File: src/rtl/elevador_pkg.sv
// Shared elevator definitions: cabin FSM state encoding and the floor codes
// that the controller's display decoder also uses.
package elevador_pkg;

  typedef enum logic [1:0] {
    PARADO   = 2'd0,
    SUBIENDO = 2'd1,
    BAJANDO  = 2'd2,
    FALLA    = 2'd3
  } estado_t;

  localparam logic [3:0] PISO1 = 4'b0001;
  localparam logic [3:0] PISO2 = 4'b0010;
  localparam logic [3:0] PISO3 = 4'b0011;

endpackage

File: src/rtl/cabina_temporizador.sv
// Travel timer for one floor: counts enabled cycles, saturates at
// TRAVEL_CYCLES-1 and flags that value on tc.
module cabina_temporizador #(
  parameter int unsigned TRAVEL_CYCLES = 8
) (
  input  logic clk,
  input  logic rst_n,
  input  logic clr,
  input  logic en,
  output logic tc
);

  localparam int unsigned CNT_W = $clog2(TRAVEL_CYCLES);
  localparam logic [CNT_W-1:0] CNT_MAX = CNT_W'(TRAVEL_CYCLES - 1);

  logic [CNT_W-1:0] cnt;

  always_ff @(posedge clk) begin
    if (!rst_n || clr) begin
      cnt <= '0;
    end else if (en && !tc) begin
      cnt <= cnt + CNT_W'(1);
    end
  end

  assign tc = (cnt == CNT_MAX);

endmodule

File: src/rtl/elevador_cabina.sv
// Cabin position model driven by the floor controller's motor commands.
// Define CABINA_LIMIT_FAULT_EN to turn a command past the end floors into a fault.
module elevador_cabina
  import elevador_pkg::*;
#(
  parameter int unsigned TRAVEL_CYCLES = 8,
  parameter int unsigned NUM_PISOS     = 3
) (
  input  logic       clk,
  input  logic       rst_n,
  input  logic       motorsubir,
  input  logic       motorbajar,
  output logic [3:0] dato,
  output logic       en_movimiento,
  output logic       llegada,
  output logic       falla
);

  localparam int unsigned PISO_W = (NUM_PISOS > 1) ? $clog2(NUM_PISOS) : 1;
  localparam logic [PISO_W-1:0] PISO_TOP = PISO_W'(NUM_PISOS - 1);

  estado_t           state, state_n;
  logic [PISO_W-1:0] piso, piso_n;
  logic              clr, en, tc, llegada_n, conflicto;

  cabina_temporizador #(
    .TRAVEL_CYCLES(TRAVEL_CYCLES)
  ) u_temporizador (
    .clk  (clk),
    .rst_n(rst_n),
    .clr  (clr),
    .en   (en),
    .tc   (tc)
  );

  assign conflicto = motorsubir && motorbajar;

  always_comb begin
    state_n   = state;
    piso_n    = piso;
    clr       = 1'b0;
    en        = 1'b0;
    llegada_n = 1'b0;
    unique case (state)
      PARADO: begin
        if (conflicto) begin
          state_n = FALLA;
        end else if (motorsubir) begin
          if (piso == PISO_TOP) begin
`ifdef CABINA_LIMIT_FAULT_EN
            state_n = FALLA;
`else
            state_n = PARADO;
`endif
          end else begin
            state_n = SUBIENDO;
            clr     = 1'b1;
          end
        end else if (motorbajar) begin
          if (piso == '0) begin
`ifdef CABINA_LIMIT_FAULT_EN
            state_n = FALLA;
`else
            state_n = PARADO;
`endif
          end else begin
            state_n = BAJANDO;
            clr     = 1'b1;
          end
        end
      end
      SUBIENDO, BAJANDO: begin
        if (conflicto) begin
          state_n = FALLA;
        end else if ((state == SUBIENDO) ? motorsubir : motorbajar) begin
          if (tc) begin
            piso_n    = (state == SUBIENDO) ? piso + PISO_W'(1) : piso - PISO_W'(1);
            llegada_n = 1'b1;
            clr       = 1'b1;
            state_n   = PARADO;
          end else begin
            en = 1'b1;
          end
        end else begin
          // Command dropped mid-travel: partial progress is discarded.
          clr     = 1'b1;
          state_n = PARADO;
        end
      end
      FALLA: state_n = FALLA;
      default: state_n = FALLA;
    endcase
  end

  // Outputs follow the next-state values so dato and llegada change on the arrival edge.
  always_ff @(posedge clk) begin
    if (!rst_n) begin
      state         <= PARADO;
      piso          <= '0;
      dato          <= PISO1;
      en_movimiento <= 1'b0;
      llegada       <= 1'b0;
      falla         <= 1'b0;
    end else begin
      state         <= state_n;
      piso          <= piso_n;
      dato          <= 4'(piso_n) + 4'd1;
      en_movimiento <= (state_n == SUBIENDO) || (state_n == BAJANDO);
      llegada       <= llegada_n;
      falla         <= (state_n == FALLA);
    end
  end

endmodule

File: config.mk
export PLATFORM = sky130hd
export DESIGN_NAME = elevador_cabina
export DESIGN_NICKNAME = d
export VERILOG_FILES = /design/src/rtl/elevador_pkg.sv /design/src/rtl/cabina_temporizador.sv /design/src/rtl/elevador_cabina.sv
export SDC_FILE = /design/constraint.sdc
export NUM_CORES = 1
export LEC_CHECK = 0
export CORE_MARGIN = 1.5
export CORE_UTILIZATION = 46
export CTS_BUF_LIST = sky130_fd_sc_hd__clkbuf_2
export DETAILED_ROUTE_END_ITERATION = 8
export HOLD_SLACK_MARGIN = 0.12
export PLACE_DENSITY = 0.71
export SETUP_SLACK_MARGIN = 0.1
export SLEW_MARGIN = 0
export SYNTH_ARGS = -nofsm -noshare
export SYNTH_HDL_FRONTEND = slang
export SYNTH_SLANG_ARGS = --single-unit
File: constraint.sdc
create_clock -name clk -period 4.4 [get_ports clk]
set_input_delay 0.88 -clock clk [delete_from_list [all_inputs] [get_ports clk]]
set_output_delay 0.88 -clock clk [all_outputs]
set_load 0.05 [all_outputs]
# Word-level counts from Yosys, hierarchy flattened
# Cells that the tools add are included.
# classes
addsub	4
eq_ne	8
mux	28
bitwise_logic	3
n_reduce_logical	10
# ops
op	count
2-bit two-way mux	12
1-bit two-way mux	14
2-bit == test, second input constant	5
2-bit case mux with 3 select lines	1
2-bit by 1-bit == test with 1-bit output, second input constant	2
2-bit zero test	2
4-bit OR reduction	1
2-bit by 1-bit adder with 3-bit output, second input constant	1
3-bit by 1-bit adder with 3-bit output, second input constant	1
3-bit == test, second input constant	1
1-bit inverter	3
2-bit by 1-bit adder with 2-bit output, second input constant	1
1-bit logical AND	2
1-bit zero test	2
1-bit logical OR	2
1-bit case mux with 2 select lines	1
2-bit OR reduction	1
2-bit by 1-bit subtractor with 2-bit output, second input constant	1
# word_totals
reg_bits	14
input_bits	4
output_inout_bits	7
word_cells	60

# Logic depth before layout (Yosys ltp)
# logic_depth
word_depth	8
depth_mapped	8

# Modules after synthesis
# Synthesis repeated with hierarchy kept, for this count alone.
# hier_totals
cells_unflattened	85
area_unflattened_um2	862.1
# modules_own_cells
module	instances	cells_per_inst	area_per_inst_um2
elevador_cabina	1	72	716.9
cabina_temporizador	1	13	145.1

# Worst setup path before layout
# No wires, ideal clock.
# synth_path
path_kind	input to register
start	input port motorbajar
end	register en_movimiento
t_arrival_ns	2.128
required_time_ns	4.285
slack_ns	2.157
stages	6
path_buffers	1
path_cell_list	buf_6 a31o_1 a221o_1 a22o_1 ha_1 and2_1
# synth_between
elab_chain_cells	6
# synth_lines
item	line_no	rtl
start, declared	elevador_cabina.sv:12	input logic motorbajar,
1-bit two-way mux or 2-bit two-way mux (tied branches)	elevador_cabina.sv:75, elevador_cabina.sv:59	
2-bit two-way mux (on tied branches)	elevador_cabina.sv:75, elevador_cabina.sv:48	
2-bit two-way mux (on tied branches)	elevador_cabina.sv:73, elevador_cabina.sv:46	
2-bit case mux with 3 select lines (*)	elevador_cabina.sv:44	unique case (state)
via state_n[0]	elevador_cabina.sv:22	estado_t state, state_n;
2-bit by 1-bit == test with 1-bit output or 2-bit == test (tied branches)	elevador_cabina.sv:108	en_movimiento <= (state_n == SUBIENDO) || (state_n == BAJANDO);
1-bit logical OR (*)	elevador_cabina.sv:108	
end signal, assigned	elevador_cabina.sv:108	
end, declared	elevador_cabina.sv:14	output logic en_movimiento,
# Mark *: on every way through the listed nets, which the timed path passes. The rest lies on a longest branch.
# A chain may end at the register's enable or synchronous reset.

# Worst setup path after layout
# Same ends and word-level chain as after synthesis.

==> flow_metrics.py <==
metrics = {
    "run_status": {
        "status": "completed",
    },
    "route": {
        "wl_um": 1420,
        "vias": 607,
        "ant_nets": 0,
        "drc": 0,
        "drt_iter0_markers": 12,
        "wl_per_cell_um": 13.3,
        "dr.pass1.iters": 4,
        "via_per_inst": 5.67,
    },
    "synthesis": {
        "synth.net_count": 95,
        "synth_area_leaders": "dfxtp_1 32%, ha_1 14%, and2_1 4.7%",
        "synth_area_per_cell_um2": 9.80,
        "synth_edf_count": 0,
        "yosysSeqAreaShare": 0.324,
        "netlist_area_um2": 803,
        "synthCells": 82,
        "synth_common_cells": "13 x dfxtp_1, 10 x nor2_1, 9 x ha_1",
        "synth_cell_types": 31,
        "synth_top_cell_by_area": "dfxtp_1",
        "ys_seq_elements": 13,
        "ys_warn_count": 0,
        "ys_async_sr_fraction": 0,
        "synthFlopType": "dfxtp_1",
        "yosysMostFrequentCell": "dfxtp_1",
        "yosysTopAreaCellShare": 0.324,
    },
    "floorplanning": {
        "dieArea_mm2": 0.00201,
        "num_rows": 14,
        "die_h_um": 44.8,
        "io_pins": 11,
        "fp.coreArea_mm2": 0.00158,
        "fp.dieW_um": 44.8,
        "start_util": 0.510,
    },
    "grt": {
        "track_usage": 0.177,
        "antenna_found_initial": 0,
        "grt.overflow.total": 0,
        "grt_pass1_vias": 598,
        "grt_pass1_wl_um": 2500,
        "grt_max_degree": 12,
    },
    "placed_design": {
        "port_buffers": 9,
        "hpwl_um": 1110,
        "place_inst": 103,
        "place.gp.congestion": 0.802,
    },
    "cells_and_area": {
        "drive_gt1_frac": 0.143,
        "fillers": 149,
        "syn_to_final_growth_pct": 12.5,
        "num_antenna_cells": 0,
        "nets": 105,
        "final_util": 0.573,
        "fin_cells": 107,
    },
    "cts": {
        "root_buffer": "clkbuf_2",
        "insertion_delay_ns": 0.27,
        "htreeDepth": 1,
        "cts_setup_buffers": 0,
        "clockBufferDepth": 2,
        "cts_tree": "done",
        "cts_resized": 0,
        "cts_hold_buf": 0,
        "numCtsBuffers": 3,
        "clock_sinks": 13,
        "clkTransAtPathRegs_ns": 0.12,
    },
    "timing": {
        "relSlewSlack": 0.668,
        "final.period_utilization": 0.584,
        "rsz0062_at_grt": "no",
        "worst_pin_slew_ns": 0.496,
        "max_freq_mhz": 389,
        "worst_hold_slack_ns": 0.534,
        "clock_skew_ns": 0.00653,
        "setup_viol": 0,
        "fin_setup_tns_ns": 0,
        "min_period_ns": 2.57,
        "hold_viol_final": 0,
        "maxSlewViolCount": 0,
    },
    "power_and_ir_drop": {
        "total_power_mw": 0.242,
        "p_per_area_mw_per_mm2": 268,
        "p_leak_nw": 0.411,
        "ir_worst_vdd_mv": 0.147,
    },
    "worst_setup_path": {
        "path_cells": "clkdlybuf4s50_1 > a31o_1 > a221o_1 > a22o_1 > ha_1 > and2_1",
        "worst-path-max-fanout": 10,
        "path_buf_inv": 1,
        "crit_required_ns": 4.57,
        "slowest_stage": "clkdlybuf4s50_1",
        "cp-end-kind": "flip-flop",
        "cp-start-kind": "primary input",
        "cpPeakStageDelay_ns": 0.57,
        "worstPathArrival_ns": 2.74,
        "path_delay_family": "compound AO/OA/AOI/OAI gates",
        "path_class": "in2reg",
    },
    "run": {
        "max-cap-violations": 0,
    },
    "hold_path": {
        "hold_path_class": "reg2reg",
    },
}
==> layer usage <==
metal	part of all wire	GRT usage
met4	0.020	0.0706
met2	0.53	0.299
met5	0	0
met1	0.39	0.194
met3	0.059	0.0800
==> final timing paths <==
check                                      startpoint                    end  slack (ns)  cells past startpoint
worst min register to register  u_temporizador.cnt[1]  u_temporizador.cnt[1]        0.53                      2
worst min-delay path            u_temporizador.cnt[1]  u_temporizador.cnt[1]        0.53                      2
worst max-delay path                       motorbajar          en_movimiento        1.83                      6
worst max register to register  u_temporizador.cnt[0]          en_movimiento        2.22                      8
==> tightest hold or removal path, cell delays in order (launching register included) <==
cell	delay, ns
dfxtp_1	0.36
mux2i_1	0.07
nor2_1	0.07
==> flip-flops by register name, summed over array words and instances, names as in the netlist <==
register / cells
dato: 3
en_movimiento: 1
falla: 1
llegada: 1
piso: 2
state: 2
u_temporizador.cnt: 3
==> area by class of cell <==
| type | count | area, um2 | share of cell area |
|---|---|---|---|
| clock buffer | 4 | 20.0 | 0.0222 |
| tap | 16 | 20.0 | 0.0222 |
| multi-input combinational | 60 | 494 | 0.547 |
| timing repair buffer | 9 | 90.1 | 0.0997 |
| sequential | 13 | 260 | 0.288 |
| inverter | 5 | 18.8 | 0.0208 |
==> layout by cell type, fill, tap and decap left out <==
cell	Yosys	layout
nor2_1	10	10
clkdlybuf4s50_1	0	9
o211ai_2	1	1
xnor2_1	1	1
nand2b_1	1	1
nor2b_1	1	1
dfxtp_1	13	13
a22o_1	3	3
and4b_4	1	1
xnor2_2	2	2
o211ai_1	2	2
inv_1	4	4
a31o_2	1	1
nand2_1	4	4
a221o_1	2	2
nor3_1	1	1
and4bb_4	1	1
o31ai_1	1	1
a31o_1	1	1
ha_1	9	9
o21a_1	1	1
and2_1	6	6
inv_2	1	1
mux2i_1	2	2
xor2_1	3	3
a32o_1	2	2
o21ai_2	2	2
clkbuf_2	0	4
o2111ai_1	1	1
conb_1	1	1
==> where the power goes <==
| part | total [mW] | switching (mW) | leakage (nW) | internal (mW) |
|---|---|---|---|---|
| logic | 0.0564 | 0.0327 | 0.288 | 0.0237 |
| clock network | 0.0612 | 0.0371 | 0.0166 | 0.0241 |
| registers | 0.125 | 0.00314 | 0.105 | 0.122 |
| total | 0.242 | 0.0730 | 0.411 | 0.169 |
==> metrics by stage <==
stage               area, um2  worst slack [ns]
floorplan                 803              2.16
global placement          883              1.60
detailed placement        883              1.52
global route              903              1.78
CTS                       903              1.83
finish                    903              1.83
==> cell families after synthesis <==
logic type | Yosys count | synth area share
compound gates | 17 | 0.190
xor+xnor | 6 | 0.0841
fa+ha+maj | 9 | 0.140
buf+inv | 9 | 0.0607
flops | 13 | 0.324
mux | 2 | 0.0249
other cells | 1 | 0.00467
simple gates | 25 | 0.171
(Power assumes the default switching activity.)
==> RTL change (config.mk and constraints unchanged) <==
`NUM_PISOS`: 3 -> 6.
--- a/src/rtl/elevador_cabina.sv
+++ b/src/rtl/elevador_cabina.sv
@@ -4,7 +4,7 @@
   import elevador_pkg::*;
 #(
   parameter int unsigned TRAVEL_CYCLES = 8,
-  parameter int unsigned NUM_PISOS     = 3
+  parameter int unsigned NUM_PISOS     = 6
 ) (
   input  logic       clk,
   input  logic       rst_n,
Check against the original RTL: same outputs for any inputs over 10 cycles, from zero or initial values and one cycle with rst_n low; that may be too few to reach the edited logic, so the function may still have changed.
==> RTL change against the unedited design <==
  * Final area grew 18%
  * Critical endpoint is now dato[2]
  * Power grew 31%
  * Wire length grew 29%
  * Synthesized cell count grew 26%
  * Sequential cell count grew 2
  * Count of clock-buffer cells in the layout is the same
  * Area after synthesis grew 16%
  * Worst setup slack lost 0.49 ns
  * Global-route usage grew 1.2 points
  * Highest routed layer unchanged
==> RTL change: results (changes against the unedited design) <==
outcome finished, final reports clean; fraction of layout cells with a size suffix above 1 7.96% (-6.3 points); All-Layer GR Usage 18.9% (+1.2 points); r2r startpoint state[1]; Worst path max stage delay 0.71 ns (+0.14 ns); CP top delay family simple AND/OR/NAND/NOR gates; CP Max Fanout 14 (+4); final hold slack 0.517 ns (-0.0171 ns); largest net degree at the start of global routing 17 (+5); met3 usage 1.89% (-6.1 points); non-clk buf share 9.40% (-0.57 points); placed cell count 136 (+32%); compound-cell area share of the yosys netlist 16.1% (-2.9 points); sequential area share after synthesis 32.1% (-0.27 points); DR iter-0 viols 23 (+11); fillers 204 (+37%); first-pass GRT wire length 2980 µm (+19%); met1 wire length 913 µm (+64%); multi-input gate share of the layout cell area 55.6% (+0.87 points); NumNets Final 127 (+21%); Post-Syn Area per Cell 9.07 µm² (-7.4%); clk_skew 0.00884 ns (+0.00231 ns); input/output buffers 10 (+1); synth cell count leaders 15 x dfxtp_1, 8 x and2_1, 8 x ha_1, 7 x nand2_1, 7 x nor2_1; core area 1940 µm² (+23%); PwrDens 299 nW/µm² (+11%); FF-to-FF End dato[2]; hpwl dp 1380 µm (+24%); worst reg-to-reg setup slack 1.83 ns (-0.39 ns); register area 300 µm² (+15%); maximum vdd drop 204 µV (+39%); Min-Delay Endpoint u_temporizador.cnt[2]; Slew Limit Headroom 66.2% (-0.64 points); Non-Clock Buffer Count 10 (+1); met1 Usage GRT 27.2% (+7.8 points); ClkCell Share 1.88% (-0.34 points); vias in the first global route 656 (+9.7%); Synth Area in XOR/XNOR 2.81% (-5.6 points); HP Start u_temporizador.cnt[2]; worst r2r path cells 9 (+1)
-- RTL change: how the worst max path moves through the flow --
stage	startpoint	to	slack [ns]	depth (start not counted)
6_report	motorbajar	dato[2]	1.35	8
3_3_place_gp	motorbajar	dato[2]	1.14	8
5_1_grt	motorsubir	dato[2]	1.27	8
3_5_place_dp	motorbajar	dato[2]	1.08	8
4_1_cts	motorbajar	dato[2]	1.39	8
2_1_floorplan	motorsubir	dato[2]	1.92	7
-- RTL change: worst reg2reg max path, cell delays in order (launching register included) --
cell	delay, ns
dfxtp_1	0.43
inv_1	0.11
ha_1	0.32
or3b_4	0.44
a21oi_4	0.19
mux2i_1	0.13
ha_1	0.25
or3b_2	0.45
a21o_1	0.16
nand2_1	0.05
-- RTL change: power by group --
part | leakage [µW] | total, µW | switching [µW] | internal [µW]
Combinational | 0.000294 | 104 | 63.7 | 40.4
Sequential | 0.000122 | 148 | 4.82 | 143
Clock | 0.0000166 | 66.0 | 41.9 | 24.1
